===== config.mk =====
export PLATFORM = sky130hd
export DESIGN_NAME = dpic_mem_master
export DESIGN_NICKNAME = d
export VERILOG_FILES = /design/src/rtl/dpic_mem_master.sv
export SDC_FILE = /design/constraint.sdc
export NUM_CORES = 1
export LEC_CHECK = 0
export CAP_MARGIN = 25
export CORE_AREA = 2 2 198 200
export CTS_BUF_LIST = sky130_fd_sc_hd__clkbuf_16
export CTS_CLUSTER_DIAMETER = 200
export CTS_CLUSTER_SIZE = 8
export DETAILED_ROUTE_END_ITERATION = 7
export DIE_AREA = 0 0 200 202
export GPL_TIMING_DRIVEN = 0
export PLACE_DENSITY = 0.55
export SETUP_SLACK_MARGIN = 0.4
export SYNTH_ARGS = -nofsm -noshare
export SYNTH_HDL_FRONTEND = slang
export SYNTH_SLANG_ARGS = --single-unit

===== constraint.sdc =====
create_clock -name clock -period 2.44 [get_ports clock]
set_clock_uncertainty 0.1 [all_clocks]
set_input_delay 0.732 -clock clock [delete_from_list [all_inputs] [get_ports clock]]
set_output_delay 0.732 -clock clock [all_outputs]
set_load 0.01 [all_outputs]

===== src/rtl/dpic_mem_master.sv =====
// rtl/dpic_mem_master.sv - single-outstanding load/store initiator for the DPI-C memory port
module dpic_mem_master #(
    parameter int LATENCY = 0
) (
    input  logic        clock,
    input  logic        reset,
    input  logic        req_valid,
    output logic        req_ready,
    input  logic        req_wen,
    input  logic [63:0] req_addr,
    input  logic [1:0]  req_size,
    input  logic        req_signed,
    input  logic [63:0] req_wdata,
    output logic        resp_valid,
    input  logic        resp_ready,
    output logic [63:0] resp_rdata,
    output logic        resp_err,
    output logic        mem_rd_en,
    output logic [63:0] mem_rd_addr,
    input  logic [63:0] mem_rd_data,
    output logic        mem_we_en,
    output logic [63:0] mem_we_addr,
    output logic [63:0] mem_we_data,
    output logic [7:0]  mem_we_mask
);
    typedef enum logic [1:0] {IDLE, ACCESS, WAIT, RESP} state_t;

    // Width never drops to zero so LATENCY = 0 still elaborates.
    localparam int CW = (LATENCY > 0) ? $clog2(LATENCY + 1) : 1;

    state_t        state;
    state_t        state_next;
    logic [CW-1:0] cnt;
    logic          wen_q;
    logic [1:0]    size_q;
    logic          signed_q;
    logic [63:0]   rdata_q;
    logic          err_q;
    logic          accept;
    logic          misaligned;

    function automatic logic [63:0] size_bits(input logic [1:0] size);
        case (size)
            2'd0:    size_bits = 64'h0000_0000_0000_00FF;
            2'd1:    size_bits = 64'h0000_0000_0000_FFFF;
            2'd2:    size_bits = 64'h0000_0000_FFFF_FFFF;
            default: size_bits = 64'hFFFF_FFFF_FFFF_FFFF;
        endcase
    endfunction

    function automatic logic [7:0] size_mask(input logic [1:0] size);
        case (size)
            2'd0:    size_mask = 8'h01;
            2'd1:    size_mask = 8'h03;
            2'd2:    size_mask = 8'h0F;
            default: size_mask = 8'hFF;
        endcase
    endfunction

    function automatic logic [63:0] extend(input logic [63:0] d, input logic [1:0] size,
                                           input logic sgn);
        case (size)
            2'd0:    extend = {{56{sgn & d[7]}},  d[7:0]};
            2'd1:    extend = {{48{sgn & d[15]}}, d[15:0]};
            2'd2:    extend = {{32{sgn & d[31]}}, d[31:0]};
            default: extend = d;
        endcase
    endfunction

    always_comb begin
        misaligned = 1'b0;
        case (req_size)
            2'd0:    misaligned = 1'b0;
            2'd1:    misaligned = req_addr[0];
            2'd2:    misaligned = |req_addr[1:0];
            default: misaligned = |req_addr[2:0];
        endcase
    end

    assign accept     = req_valid && (state == IDLE);
    assign req_ready  = (state == IDLE);
    assign resp_valid = (state == RESP);
    assign resp_rdata = rdata_q;
    assign resp_err   = err_q;

    always_ff @(posedge clock or negedge reset) begin
        if (!reset) begin
            state <= IDLE;
        end else begin
            state <= state_next;
        end
    end

    always_comb begin
        state_next = state;
        case (state)
            IDLE:    if (accept) state_next = misaligned ? RESP : ACCESS;
            ACCESS:  state_next = (LATENCY > 0) ? WAIT : RESP;
            WAIT:    if (cnt == '0) state_next = RESP;
            RESP:    if (resp_ready) state_next = IDLE;
            default: state_next = IDLE;
        endcase
    end

    // Strobes are loaded on acceptance so they are high exactly during ACCESS.
    always_ff @(posedge clock or negedge reset) begin
        if (!reset) begin
            mem_rd_en   <= 1'b0;
            mem_rd_addr <= '0;
            mem_we_en   <= 1'b0;
            mem_we_addr <= '0;
            mem_we_data <= '0;
            mem_we_mask <= '0;
            cnt         <= '0;
            wen_q       <= 1'b0;
            size_q      <= '0;
            signed_q    <= 1'b0;
            rdata_q     <= '0;
            err_q       <= 1'b0;
        end else begin
            mem_rd_en   <= 1'b0;
            mem_rd_addr <= '0;
            mem_we_en   <= 1'b0;
            mem_we_addr <= '0;
            mem_we_data <= '0;
            mem_we_mask <= '0;
            if (accept && !misaligned) begin
                if (req_wen) begin
                    mem_we_en   <= 1'b1;
                    mem_we_addr <= req_addr;
                    mem_we_data <= req_wdata & size_bits(req_size);
                    mem_we_mask <= size_mask(req_size);
                end else begin
                    mem_rd_en   <= 1'b1;
                    mem_rd_addr <= req_addr;
                end
            end
            if (accept) begin
                wen_q    <= req_wen;
                size_q   <= req_size;
                signed_q <= req_signed;
                rdata_q  <= '0;
                err_q    <= misaligned;
            end
            if (state == ACCESS && !wen_q) begin
                rdata_q <= extend(mem_rd_data, size_q, signed_q);
            end
            if (LATENCY > 0 && state == ACCESS) begin
                cnt <= CW'(LATENCY - 1);
            end else if (state == WAIT && cnt != '0) begin
                cnt <= cnt - CW'(1);
            end
        end
    end
endmodule


==> run summary <==
OUTCOME
------------------------------------------------------------------------------
Outcome                                                           finished clean

FLOORPLANNING
------------------------------------------------------------------------------
Number of I/O pins                                                         469
Area of the core                                                   38,300 um^2
Vert. Die Dim                                                           202 um
Die boundary width                                                      200 um
Initial core utilization                                                 24.8%
Row cnt                                                                     72
Die ar.                                                            40,400 um^2

PLACE
------------------------------------------------------------------------------
Count of input and output buffers                                          468
Post-DP HPWL                                                         24,800 um
Instance area at placement                                         14,900 um^2
Placer's final routability congestion estimate                           0.783
Worst slack after detailed placement                                 -0.743 ns

SYNTHESIS
------------------------------------------------------------------------------
Yosys warning total                                                          0
Sequential-to-total area share from yosys stat                           70.9%
Post-synthesis adder-cell area fraction                                 0.527%
Synth Area per Inst                                                  13.6 um^2
Mux contribution to synthesized area                                    0.567%
Top-count cell post-synth                                         sky130_fd_sc_hd__dfrtp_1
Synth top area cells                                              sky130_fd_sc_hd__dfrtp_1 71%, sky130_fd_sc_hd__and2_1 9.2%, sky130_fd_sc_hd__o2bb2ai_1 3.8%
Post-Synthesis Cells                                                       700
Post-synth top area share                                                70.9%
Post-synth ARST share                                                     100%
Post-synthesis compound-gate area fraction                               10.3%
Fraction of synthesized cell area in xor and xnor cells                     0%
Number of enable-type register cells in the synthesized netlist              0
Cell taking the most area after synthesis                         sky130_fd_sc_hd__dfrtp_1
Main combinational cell family by area after synthesis            simple AND/OR/NAND/NOR gates
Most common flop cell mapped by yosys                             sky130_fd_sc_hd__dfrtp_1
Fraction of the mapped netlist area in simple logic gates                14.5%
Netlist area before placement                                        9500 um^2
Commonest cells post-synth                                        269 x sky130_fd_sc_hd__dfrtp_1, 140 x sky130_fd_sc_hd__and2_1, 57 x sky130_fd_sc_hd__and3_1
Total of flip-flops plus latches after synthesis                           269
Cell variety after synth                                                    31
Post-synth net total                                                       904

CELLS AND AREA
------------------------------------------------------------------------------
Filler Cells Inserted                                                    3,658
Design area                                                        15,800 um^2
Fraction of layout cells with a size suffix above 1                      18.5%
# nets final                                                             1,426
Multi-input combinational cell area                                  2500 um^2
Register area                                                        6730 um^2
Synth-to-Final Area Change                                               66.5%

CRITICAL PATH
------------------------------------------------------------------------------
Reg2reg end                                                       resp_rdata[37]
Number of cell instances on the worst register-to-register path              6
Startpoint types                                                     flip-flop
Setup slack, reg-to-reg                                                0.37 ns
Launching instance or port of the critical path                       state[0]
Data required time of the critical path                                1.61 ns
Kind of end point of the critical path                             output port
Arr. time, crit path                                                   1.35 ns
Type of the worst setup path                                      flip-flop to output port
Worst reg2reg path startpoint                                         state[1]
Crit path max fanout                                                         6

CLOCK NETWORK
------------------------------------------------------------------------------
H-tree depth                                                                 2
Count of hold buffers inserted by post-cts repair                            0
CTS tree                                                                  done
Clock-pin transition on the worst setup and hold timing paths          0.05 ns
Clk buf depth                                                                3
Root buffer cell                                                  sky130_fd_sc_hd__clkbuf_16
Total number of clock tree sinks                                           269
Clk_lat worst skew                                                     0.53 ns
CTS Buf Count                                                               39

GLOBAL ROUTING
------------------------------------------------------------------------------
Initial antenna violation count                                              4
GRT Overall Usage                                                        16.3%
Maximum number of pins on one net before global-route repair               106
GR Overflow Total                                                            0
Met2 Resource Use GR                                                     26.6%
Global-route layer with the greatest usage                                met2
Met1 Use GR                                                              19.4%
GR met3 Demand/Resource                                                  6.24%
Global-route wire length before repair                               48,700 um
Via count of the first global-routing pass                               7,891

TIMING
------------------------------------------------------------------------------
Final WS setup                                                        0.254 ns
Final setup violation count                                                  0
Actual transition at the worst max-transition pin                     0.768 ns
Setup TNS                                                                 0 ns
Share of the cycle needed by the critical path after routing             89.6%
Unrepaired setup endpoints after global routing                           true
Post-route minimum period                                              2.19 ns
Final-report max-slew violation count                                        0
Final hold violation count                                                   0
Slew margin rel.                                                         48.8%
Maximum frequency from static timing analysis                          457 MHz

POWER AND IR DROP
------------------------------------------------------------------------------
Total power after layout                                               13.8 mW
Leakage component of the power                                         7.70 nW
IR Drop Worst-Case VDD                                                0.495 mV
Pwr/cell area                                                      870 nW/um^2

ROUTE
------------------------------------------------------------------------------
Via Count                                                                7,433
Routed Antenna Nets                                                          0
Sum of routed wire length over all layers                            33,200 um
Average detailed-routed wire length per instance                       19.0 um
DRC Markers                                                                  0
Number of DRC violations after detailed-routing iteration 0                249
Via-to-Cell Ratio                                                         4.26
Pre-Repair DR Iteration Count                                                4

JOB
------------------------------------------------------------------------------
Maxcap violations                                                            0

MIN PATH
------------------------------------------------------------------------------
Kind of path behind the tightest hold check                       input port to asynchronous set/reset pin

-- logic make-up after synthesis --
kind of cell / Yosys count
simple gates: 229
compound gates: 133
mux: 5
flops: 269
fa+ha+maj: 4
buf+inv: 60
-- through the flow --
step                      cells  util, %  hold slack, ns
after global placement     1686     38.7           0.366
after CTS                  1739     41.9           0.129
after floorplan             700        -           0.336
after detailed placement   1688     38.9           0.372
final                      1745     41.3           0.122
after global routing       1744     41.3           0.157
-- critical path, stage by stage, from the launching register on --
cell	delay (ns)
sky130_fd_sc_hd__dfrtp_1	0.41
sky130_fd_sc_hd__inv_2	0.09
sky130_fd_sc_hd__ha_4	0.17
sky130_fd_sc_hd__buf_2	0.15
-- state kept, by name (all words and copies together), names as in the netlist --
| name | count |
|---|---|
| resp_rdata | 64 |
| cnt | 1 |
| mem_we_data | 64 |
| size_q | 2 |
| wen_q | 1 |
| mem_rd_addr | 64 |
| signed_q | 1 |
| resp_err | 1 |
| mem_we_mask | 4 |
| mem_we_addr | 64 |
| state | 2 |
| mem_rd_en | 1 |
-- power breakdown --
group          switching (mW)  leakage, nW  total [mW]  internal (mW)
sequential              0.292         3.67        5.31           5.02
combinational            2.01         3.51        3.70           1.69
clock                    1.91        0.509        4.75           2.84
-- layer usage --
layer	vias up	routed length, um	share of wire [%]
li1	3401	-	-
met1	3645	13200	40
met2	327	16100	48
met3	58	2970	8.9
met4	2	978	2.9
met5	-	16	0.048
-- layout make-up --
type / count / share of cell area [%]
inverter: 3 / 0.0712
sequential: 269 / 42.6
clock inverter: 4 / 0.340
multi-input combinational: 371 / 15.8
buffer: 57 / 2.33
timing repair buffer: 481 / 28.6
clock buffer: 39 / 6.17
tap: 518 / 4.10
antenna: 3 / 0.0475
-- timing repair --
action	in CTS	in global routing
buffers inserted	8	3
endpoints found under the setup margin	526	292
resized for setup	631	102
pin swaps	3	0
-- how the worst max path moves through the flow --
stage,slack [ns],endpoint,depth (start not counted)
6_report,0.25,req_ready,3
2_1_floorplan,0.51,mem_rd_addr[10],5
4_1_cts,0.17,req_ready,3
3_5_place_dp,-0.74,mem_we_mask[3],6
3_3_place_gp,-11.45,mem_rd_addr[34],1
5_1_grt,0.17,req_ready,3
-- placed cells by master (no fill, tap or decap), drive strengths merged, types with 10 or more instances in the layout --
| cell type | instances |
|---|---|
| a21oi | 10 |
| a22o | 24 |
| and2 | 140 |
| and3 | 57 |
| buf | 64 |
| clkbuf | 124 |
| clkdlybuf4s15 | 188 |
| clkdlybuf4s50 | 192 |
| dfrtp | 269 |
| nand2 | 22 |
| o21ai | 49 |
| o2bb2ai | 41 |
Power figures use the tool's default switching activity.
